===== config.mk =====
export PLATFORM = sky130hd
export DESIGN_NAME = data_fifo
export DESIGN_NICKNAME = d
export VERILOG_FILES = /design/src/rtl/data_fifo_pkg.sv /design/src/rtl/fifo_ptr.sv /design/src/rtl/data_fifo.sv
export SDC_FILE = /design/constraint.sdc
export NUM_CORES = 1
export LEC_CHECK = 0
export CAP_MARGIN = 20
export CORE_AREA = 2 2 71 107
export CTS_BUF_LIST = sky130_fd_sc_hd__clkbuf_16
export DETAILED_ROUTE_END_ITERATION = 12
export DIE_AREA = 0 0 73 109
export PLACE_DENSITY = 0.54
export SLEW_MARGIN = 20
export SYNTH_ARGS = -nofsm -noshare
export SYNTH_HDL_FRONTEND = slang
export SYNTH_SLANG_ARGS = --single-unit

===== constraint.sdc =====
create_clock -name clock -period 2.7 [get_ports clock]
set_clock_uncertainty 0.15 [all_clocks]
set_input_delay 0.54 -clock clock [delete_from_list [all_inputs] [get_ports clock]]
set_output_delay 0.54 -clock clock [all_outputs]
set_load 0.005 [all_outputs]

===== src/rtl/data_fifo_pkg.sv =====
// data_fifo_pkg: shared width helpers for the data_fifo slice.
`default_nettype none

package data_fifo_pkg;

  // Ceiling log2 usable in parameter and port-width expressions; clog2(1) = 0.
  function automatic int clog2(input int value);
    int result;
    int rem;
    result = 0;
    rem    = value - 1;
    while (rem > 0) begin
      result = result + 1;
      rem    = rem >> 1;
    end
    return result;
  endfunction

  function automatic int addr_w(input int depth);
    return (clog2(depth) < 1) ? 1 : clog2(depth);
  endfunction

  function automatic int cnt_w(input int depth);
    return clog2(depth + 1);
  endfunction

endpackage

`default_nettype wire


===== src/rtl/fifo_ptr.sv =====
// fifo_ptr: storage-index pointer that wraps DEPTH-1 -> 0 by compare, so DEPTH need not be 2^n.
`default_nettype none

module fifo_ptr
  import data_fifo_pkg::*;
#(
  parameter int DEPTH = 8,
  localparam int ADDR_W = addr_w(DEPTH)
) (
  input  logic              clock,
  input  logic              rst,
  input  logic              inc,
  output logic [ADDR_W-1:0] ptr
);

  localparam logic [ADDR_W-1:0] c_LAST = ADDR_W'(DEPTH - 1);

  logic [ADDR_W-1:0] r_ptr;

  always_ff @(posedge clock) begin
    if (rst) begin
      r_ptr <= '0;
    end else if (inc) begin
      if (r_ptr == c_LAST) r_ptr <= '0;
      else                 r_ptr <= r_ptr + 1'b1;
    end
  end

  assign ptr = r_ptr;

endmodule

`default_nettype wire


===== src/rtl/data_fifo.sv =====
// data_fifo: single-clock FIFO with registered read data, occupancy count and sticky error flags.
`default_nettype none

module data_fifo
  import data_fifo_pkg::*;
#(
  parameter int W      = 4,
  parameter int DEPTH  = 8,
  parameter int AF_LVL = 6,
  localparam int ADDR_W = addr_w(DEPTH),
  localparam int CNT_W  = cnt_w(DEPTH)
) (
  input  logic             clock,
  input  logic             rst,
  input  logic [W-1:0]     DinA,
  input  logic             wr_en,
  input  logic             rd_en,
  input  logic             clr_err,
  output logic [W-1:0]     DoutB,
  output logic             dout_valid,
  output logic             full,
  output logic             almost_full,
  output logic             empty,
  output logic [CNT_W-1:0] count,
  output logic             overflow,
  output logic             underflow
);

  localparam logic [CNT_W-1:0] c_DEPTH = CNT_W'(DEPTH);
  localparam logic [CNT_W-1:0] c_AF    = CNT_W'(AF_LVL);

  logic [W-1:0]      r_mem [DEPTH];
  logic [W-1:0]      r_dout;
  logic              r_dout_valid;
  logic [CNT_W-1:0]  r_count;
  logic              r_overflow;
  logic              r_underflow;
  logic [ADDR_W-1:0] w_wr_ptr;
  logic [ADDR_W-1:0] w_rd_ptr;
  logic              w_full;
  logic              w_empty;
  logic              w_wr_acc;
  logic              w_rd_acc;

  assign w_full  = (r_count == c_DEPTH);
  assign w_empty = (r_count == '0);

  // A write into a full FIFO is allowed only when a read frees a slot in the same cycle.
  assign w_wr_acc = wr_en && (!w_full || rd_en) && !rst;
  assign w_rd_acc = rd_en && !w_empty && !rst;

  fifo_ptr #(.DEPTH(DEPTH)) u_wr_ptr (
    .clock (clock),
    .rst   (rst),
    .inc   (w_wr_acc),
    .ptr   (w_wr_ptr)
  );

  fifo_ptr #(.DEPTH(DEPTH)) u_rd_ptr (
    .clock (clock),
    .rst   (rst),
    .inc   (w_rd_acc),
    .ptr   (w_rd_ptr)
  );

  // Storage is not reset; the non-blocking read sees the old word when pointers coincide.
  always_ff @(posedge clock) begin
    if (w_wr_acc) r_mem[w_wr_ptr] <= DinA;
  end

  always_ff @(posedge clock) begin
    if (rst) begin
      r_dout       <= '0;
      r_dout_valid <= 1'b0;
      r_count      <= '0;
      r_overflow   <= 1'b0;
      r_underflow  <= 1'b0;
    end else begin
      r_dout_valid <= w_rd_acc;
      if (w_rd_acc) r_dout <= r_mem[w_rd_ptr];

      case ({w_wr_acc, w_rd_acc})
        2'b10:   r_count <= r_count + 1'b1;
        2'b01:   r_count <= r_count - 1'b1;
        default: r_count <= r_count;
      endcase

      if (wr_en && w_full && !rd_en) r_overflow <= 1'b1;
      else if (clr_err)              r_overflow <= 1'b0;

      if (rd_en && w_empty) r_underflow <= 1'b1;
      else if (clr_err)     r_underflow <= 1'b0;
    end
  end

  assign DoutB       = r_dout;
  assign dout_valid  = r_dout_valid;
  assign count       = r_count;
  assign full        = w_full;
  assign empty       = w_empty;
  assign almost_full = (r_count >= c_AF);
  assign overflow    = r_overflow;
  assign underflow   = r_underflow;

endmodule

`default_nettype wire


## Word-level counts from Yosys, hierarchy flattened

Memories as Yosys holds them, arrays and structs flattened. A register that Yosys moved wholly into a read port is not among the register bits.
Cells that the tools add are included.

- Register bits: 13
- Input port bits: 9
- Output and inout port bits: 14
- Memories kept: 1
- Memory bits (writable): 32
- Logic and storage cells: 41

Memory list:

| memory | depth | bits a word | read ports | clocked after memory_dff | write ports | line | RTL |
|---|---|---|---|---|---|---|---|
| r_mem | 8 | 4 | 1 | 1 | 1 | data_fifo.sv:32 | `logic [W-1:0] r_mem [DEPTH];` |

- Equality and inequality tests: 5
- Multiplexer cells: 8
- Reductions and logical operators: 16
- Magnitude comparators: 1
- Add/sub/neg operators: 4

Operators with widths:

| kind | count |
|---|---|
| 4-bit case mux with 2 select lines | 1 |
| 1-bit logical AND | 7 |
| 3-bit by 1-bit adder with 3-bit output (second input constant) | 2 |
| 3-bit == test (second input constant) | 2 |
| 3-bit 2-to-1 mux | 2 |
| 2-bit nonzero test | 3 |
| 1-bit 2-to-1 mux | 5 |
| 4-bit by 1-bit adder with 4-bit output (second input constant) | 1 |
| 4-bit == test (second input constant) | 1 |
| 4-bit by 3-bit greater-or-equal comparator with 1-bit output (second input constant) | 1 |
| 1-bit logical NOT | 4 |
| 4-bit logical NOT | 1 |
| 4-bit by 1-bit subtractor with 4-bit output (second input constant) | 1 |
| 2-bit by 1-bit == test with 1-bit output (second input constant) | 1 |
| 2-bit == test (second input constant) | 1 |
| 1-bit logical OR | 1 |

## Longest topological paths before layout

- Depth after elaboration: 7
- Depth in mapped cells: 11
- Depth with buffers taken out: 10

## Modules after synthesis

From an unflattened synthesis, not the netlist that was laid out.

- Cells, all modules: 145
- Area total of the unflattened synthesis: 2069.5 um^2

Modules (own cells, without submodules):

| module | cells each | instances | seq. area each (um^2) | area each (um^2) |
|---|---|---|---|---|
| data_fifo | 119 | 1 | 1181.1 | 1786.7 |
| fifo_ptr | 13 | 2 | 60.1 | 141.4 |

## Worst setup path before layout

No wires, ideal clock.

- Path kind: register -> register
- Start: reg r_count[0] (netlist: count[0])
- End: reg r_count[3] (netlist: count[3])
- Stages on the path, launching flop included: 11
- Required time: 2480 ps
- Setup time: 70 ps
- Path buffers: 1
- Arrival: 2624 ps
- Path slack: -145 ps
- Clock period less this slack: 2845 ps
- Cell sequence: dfxtp_1 -> buf_6 -> or4b_4 -> o21ai_4 -> or2_2 -> ha_1 -> ha_1 -> a21oi_1 -> a21oi_1 -> or4_1 -> a21oi_1

- Word-level cells in the longest chain between the ends: 7
- Elaborated cells on any way between the ends: 15
- Those cells by class: 2 x add/sub; 3 x eq/ne; 1 x mux; 9 x reduce/logical

RTL lines:

| element | line | RTL |
|---|---|---|
| start: declaration | data_fifo.sv:35 | `logic [CNT_W-1:0] r_count;` |
| start signal: assignment | data_fifo.sv:83 | `2'b10: r_count <= r_count + 1'b1;` |
| start signal: assignment | data_fifo.sv:84 | `2'b01: r_count <= r_count - 1'b1;` |
| start signal: assignment | data_fifo.sv:85 | `default: r_count <= r_count;` |
| 4-bit == test | data_fifo.sv:45 | `assign w_full = (r_count == c_DEPTH);` |
| 1-bit logical NOT | data_fifo.sv:49 | `assign w_wr_acc = wr_en && (!w_full \|\| rd_en) && !rst;` |
| 1-bit logical OR | data_fifo.sv:49 |  |
| 1-bit logical AND (2 in a row) | data_fifo.sv:49 |  |
| 2-bit by 1-bit == test with 1-bit output / 2-bit == test (equally long branches) | data_fifo.sv:82 | `case ({w_wr_acc, w_rd_acc})` |
| 4-bit case mux with 2 select lines / 2-bit nonzero test (equally long branches) | - |  |

Parallel ways exist; a longest one is shown, timed or not.
A chain may end at the register's enable or synchronous reset.

## Worst setup path after layout

- Start: in wr_en
- End: reg r_count[3] (netlist: count[3])

- Word-level cells in the longest chain between the ends: 4
- Elaborated cells on any way between the ends: 6
- Those cells by class: 2 x eq/ne; 1 x mux; 3 x reduce/logical

RTL lines:

| element | line | RTL |
|---|---|---|
| start: declaration | data_fifo.sv:16 | `input logic wr_en,` |
| 1-bit logical AND (*) (2 in a row) | data_fifo.sv:49 |  |
| 2-bit by 1-bit == test with 1-bit output / 2-bit == test (equally long branches) | data_fifo.sv:82 |  |
| 4-bit case mux with 2 select lines / 2-bit nonzero test (equally long branches) | - |  |

Every way passes the cells marked *; elsewhere a longest branch is shown, timed or not.

==> reports/results.ini <==
[sta]
maxSlewHeadroom = 0.617
tns_ps = 0
worst_slew_pin_slew_ps = 574
setup_viol = 0
final.min_clock_period_ps = 2580
hold_viol_final = 0
grt_setup_unrepaired = no
finalCritPeriodShare = 0.956
clock.fmax_mhz = 388
drv_slew = 0

[clocking]
cts_hold_buf = 0
insertion_delay_ps = 280
cts_max_level = 2
tritoncts = built
clockBufferDepth = 2
cts_sinks = 49
clk_pin_slew_ps = 60
cts_inserted_buffers = 5
root_buffer = clkbuf_16

[drt]
dr.pass1.iters = 4
met3_length_um = 125
vias = 1318
wl_per_cell_um = 14.5
drc = 0
wl_met1_mm = 1.59
post_drt_via_cell_ratio = 4.83
wirelength_mm = 3.97
dr_wl_met2_mm = 2.18
top_layer_used = met4
ant_nets = 0
drt_iter0_markers = 47

[cells_and_area]
final_util = 0.383
final_design_area_no_fill_um2 = 2710
drive_above_1_share = 0.223
final_common_cell = edfxtp_1
layoutNonFillerInstCount = 273
diodes = 0
area_growth_syn_to_layout_pct = 31.4
layout_common_cells = 32 x edfxtp_1, 22 x nor2_1, 21 x clkdlybuf4s50_1
nets = 209

[placement]
dp.cells = 264
port_buffers = 22
hpwl_mm = 2.86
dpl-instance-area_um2 = 2510
gp_congestion = 0.719

[global_routing]
grt_antenna_before_repair = 0
grt_max_degree = 16
grt_usage = 0.112
overflow = 0
grt_pass1_wl_mm = 6.63
grt_pass1_vias = 1380

[critical_path]
critPathBufInv = 1
worstPathRequired_ps = 2760
cp.depth = 9
r2r_cells = 9
worst_setup_path_start_kind = input port
slowest_delay_ps = 530
path_common_cell = ha_4
cp.arrival_ps = 2640
end_kind = flip-flop
cp_max_fo = 3
worstSetupPathType = in -> reg
crit_path_top_delay_cell = clkdlybuf4s50_1
path_cells = clkdlybuf4s50_1, o21ai_4, or2_4, ha_4, ha_4, nand3_1, and3_1, or4_1, a21oi_1
crit_family = simple AND/OR/NAND/NOR gates

[power_and_ir_drop]
p_seq_frac = 0.452
intPower_mw = 1.50
powerDensity_nw_per_um2 = 698
p_sw_frac = 0.209
p_switching_mw = 0.395
peakVddDrop_uv = 306
leakage_nw = 0.969
combPwrFrac = 0.133
clock_power_share = 0.415
power.total_mw = 1.89

[floorplanning]
io_pins = 23
num_rows = 38
die-area_um2 = 7960
core_um2 = 7080
dieHeight_um = 109
start_util = 0.291
die_w_um = 73

[logic_synthesis]
synthesis.area_um2 = 2060
syn_nets = 168
syn_area_per_cell_um2 = 13.7
synth_cells = 151
ys_ff_latch = 49
yosys_warnings = 0
post_synth_num_cell_types = 34
ys_seq_area_frac = 0.630

[worst_hold_path]
min_path_type = reg -> reg
holdPathStages = 2

[run_status]
status = finished, final reports clean

[flow_run]
drv_cap = 0

## metal layers
layer | global-route usage | vias up
li1 | - | 648
met1 | 0.117 | 639
met2 | 0.210 | 25
met3 | 0.0240 | 6
met4 | 0.0476 | 0
met5 | 0 | -
## power groups by stage
| stage | clock [mW] | combinational (mW) | sequential (mW) |
|---|---|---|---|
| global route | 0.827 | 0.280 | 0.861 |
| floorplan | 0 | 0.140 | 0.864 |
| global placement | 0 | 0.252 | 0.873 |
| finish | 0.786 | 0.251 | 0.855 |
| detailed placement | 0 | 0.253 | 0.873 |
| CTS | 0.807 | 0.255 | 0.857 |
## flip-flops by register name, summed over array words and instances (netlist names)
| signal | cells |
|---|---|
| DoutB | 4 |
| count | 4 |
| dout_valid | 1 |
| overflow | 1 |
| r_mem | 32 |
| u_rd_ptr.ptr | 3 |
| u_wr_ptr.ptr | 3 |
| underflow | 1 |
## cell families (layout without fill, tap and decap cells)
logic type | Yosys count | in the layout | share of synthesized area
buf+inv | 10 | 52 | 0.0230
mux | 10 | 10 | 0.0970
xor+xnor | 2 | 2 | 0.00849
flops | 49 | 49 | 0.630
compound gates | 21 | 21 | 0.0679
fa+ha+maj | 8 | 8 | 0.0521
simple gates | 51 | 51 | 0.121
## final timing paths
check	startpoint	to	slack (ps)
setup / recovery	wr_en	count[3]$_SDFFE_PP0P_	120
hold / removal	DoutB[0]$_SDFFE_PP0P_	DoutB[0]$_SDFFE_PP0P_	340
setup reg to reg	count[1]$_SDFFE_PP0P_	count[3]$_SDFFE_PP0P_	130
hold reg to reg	DoutB[0]$_SDFFE_PP0P_	DoutB[0]$_SDFFE_PP0P_	340
## worst reg2reg max path: stages, from the launching register on
cell,delay (ps)
dfxtp_1,310
or4b_4,570
o21ai_4,170
or2_4,140
ha_4,150
ha_4,200
a21oi_2,130
a21oi_1,90
or4_1,470
a21oi_1,130
## layout make-up
| type | instances | area, um2 |
|---|---|---|
| Clock buffer | 5 | 125 |
| Clock inverter | 3 | 65.1 |
| Fill cell | 673 | 4370 |
| Inverter | 4 | 15.0 |
| Multi-Input combinational cell | 92 | 747 |
| Sequential cell | 49 | 1300 |
| Tap cell | 80 | 100 |
| Timing Repair Buffer | 40 | 358 |
## synth_stat cells
cell	number	area [um2]
a21o_1	1	7.51
a21oi_1	11	55.1
and3_1	1	6.26
buf_1	1	3.75
buf_2	2	10.0
buf_6	1	11.3
clkbuf_1	2	7.51
dfxtp_1	17	340
edfxtp_1	32	961
fa_1	1	20.0
ha_1	7	87.6
inv_1	4	15.0
mux2i_1	2	20.0
mux4_2	8	180
nand2_1	7	26.3
nand2b_1	1	6.26
nand3_1	1	5.00
nand3b_1	2	15.0
nor2_1	22	82.6
nor2b_1	2	12.5
nor3_1	8	40.0
nor4_1	2	12.5
nor4b_1	1	8.76
o211ai_1	1	7.51
o21ai_4	1	16.3
o22ai_1	4	25.0
o31ai_1	1	7.51
o41a_2	1	12.5
o41ai_1	1	8.76
or2_2	1	6.26
or3_2	1	7.51
or4_1	1	7.51
or4b_4	1	13.8
xor2_1	2	17.5
## per-stage QoR
| stage | worst slack (ps) | hold WS (ps) |
|---|---|---|
| 6_report | 120 | 338 |
| 5_1_grt | 5.87 | 375 |
| 4_1_cts | 87.6 | 343 |
| 3_5_place_dp | -197 | 330 |
| 3_3_place_gp | -153 | 332 |
| 2_1_floorplan | 1.12 | 312 |
## repair_timing
| action | CTS | global route |
|---|---|---|
| endpoints found under the setup margin | 0 | 1 |
| endpoints found under the hold margin | 0 | 0 |
| gates resized for setup | 0 | 1 |
| setup buffers | 0 | 1 |
Power figures use the tool's default switching activity.
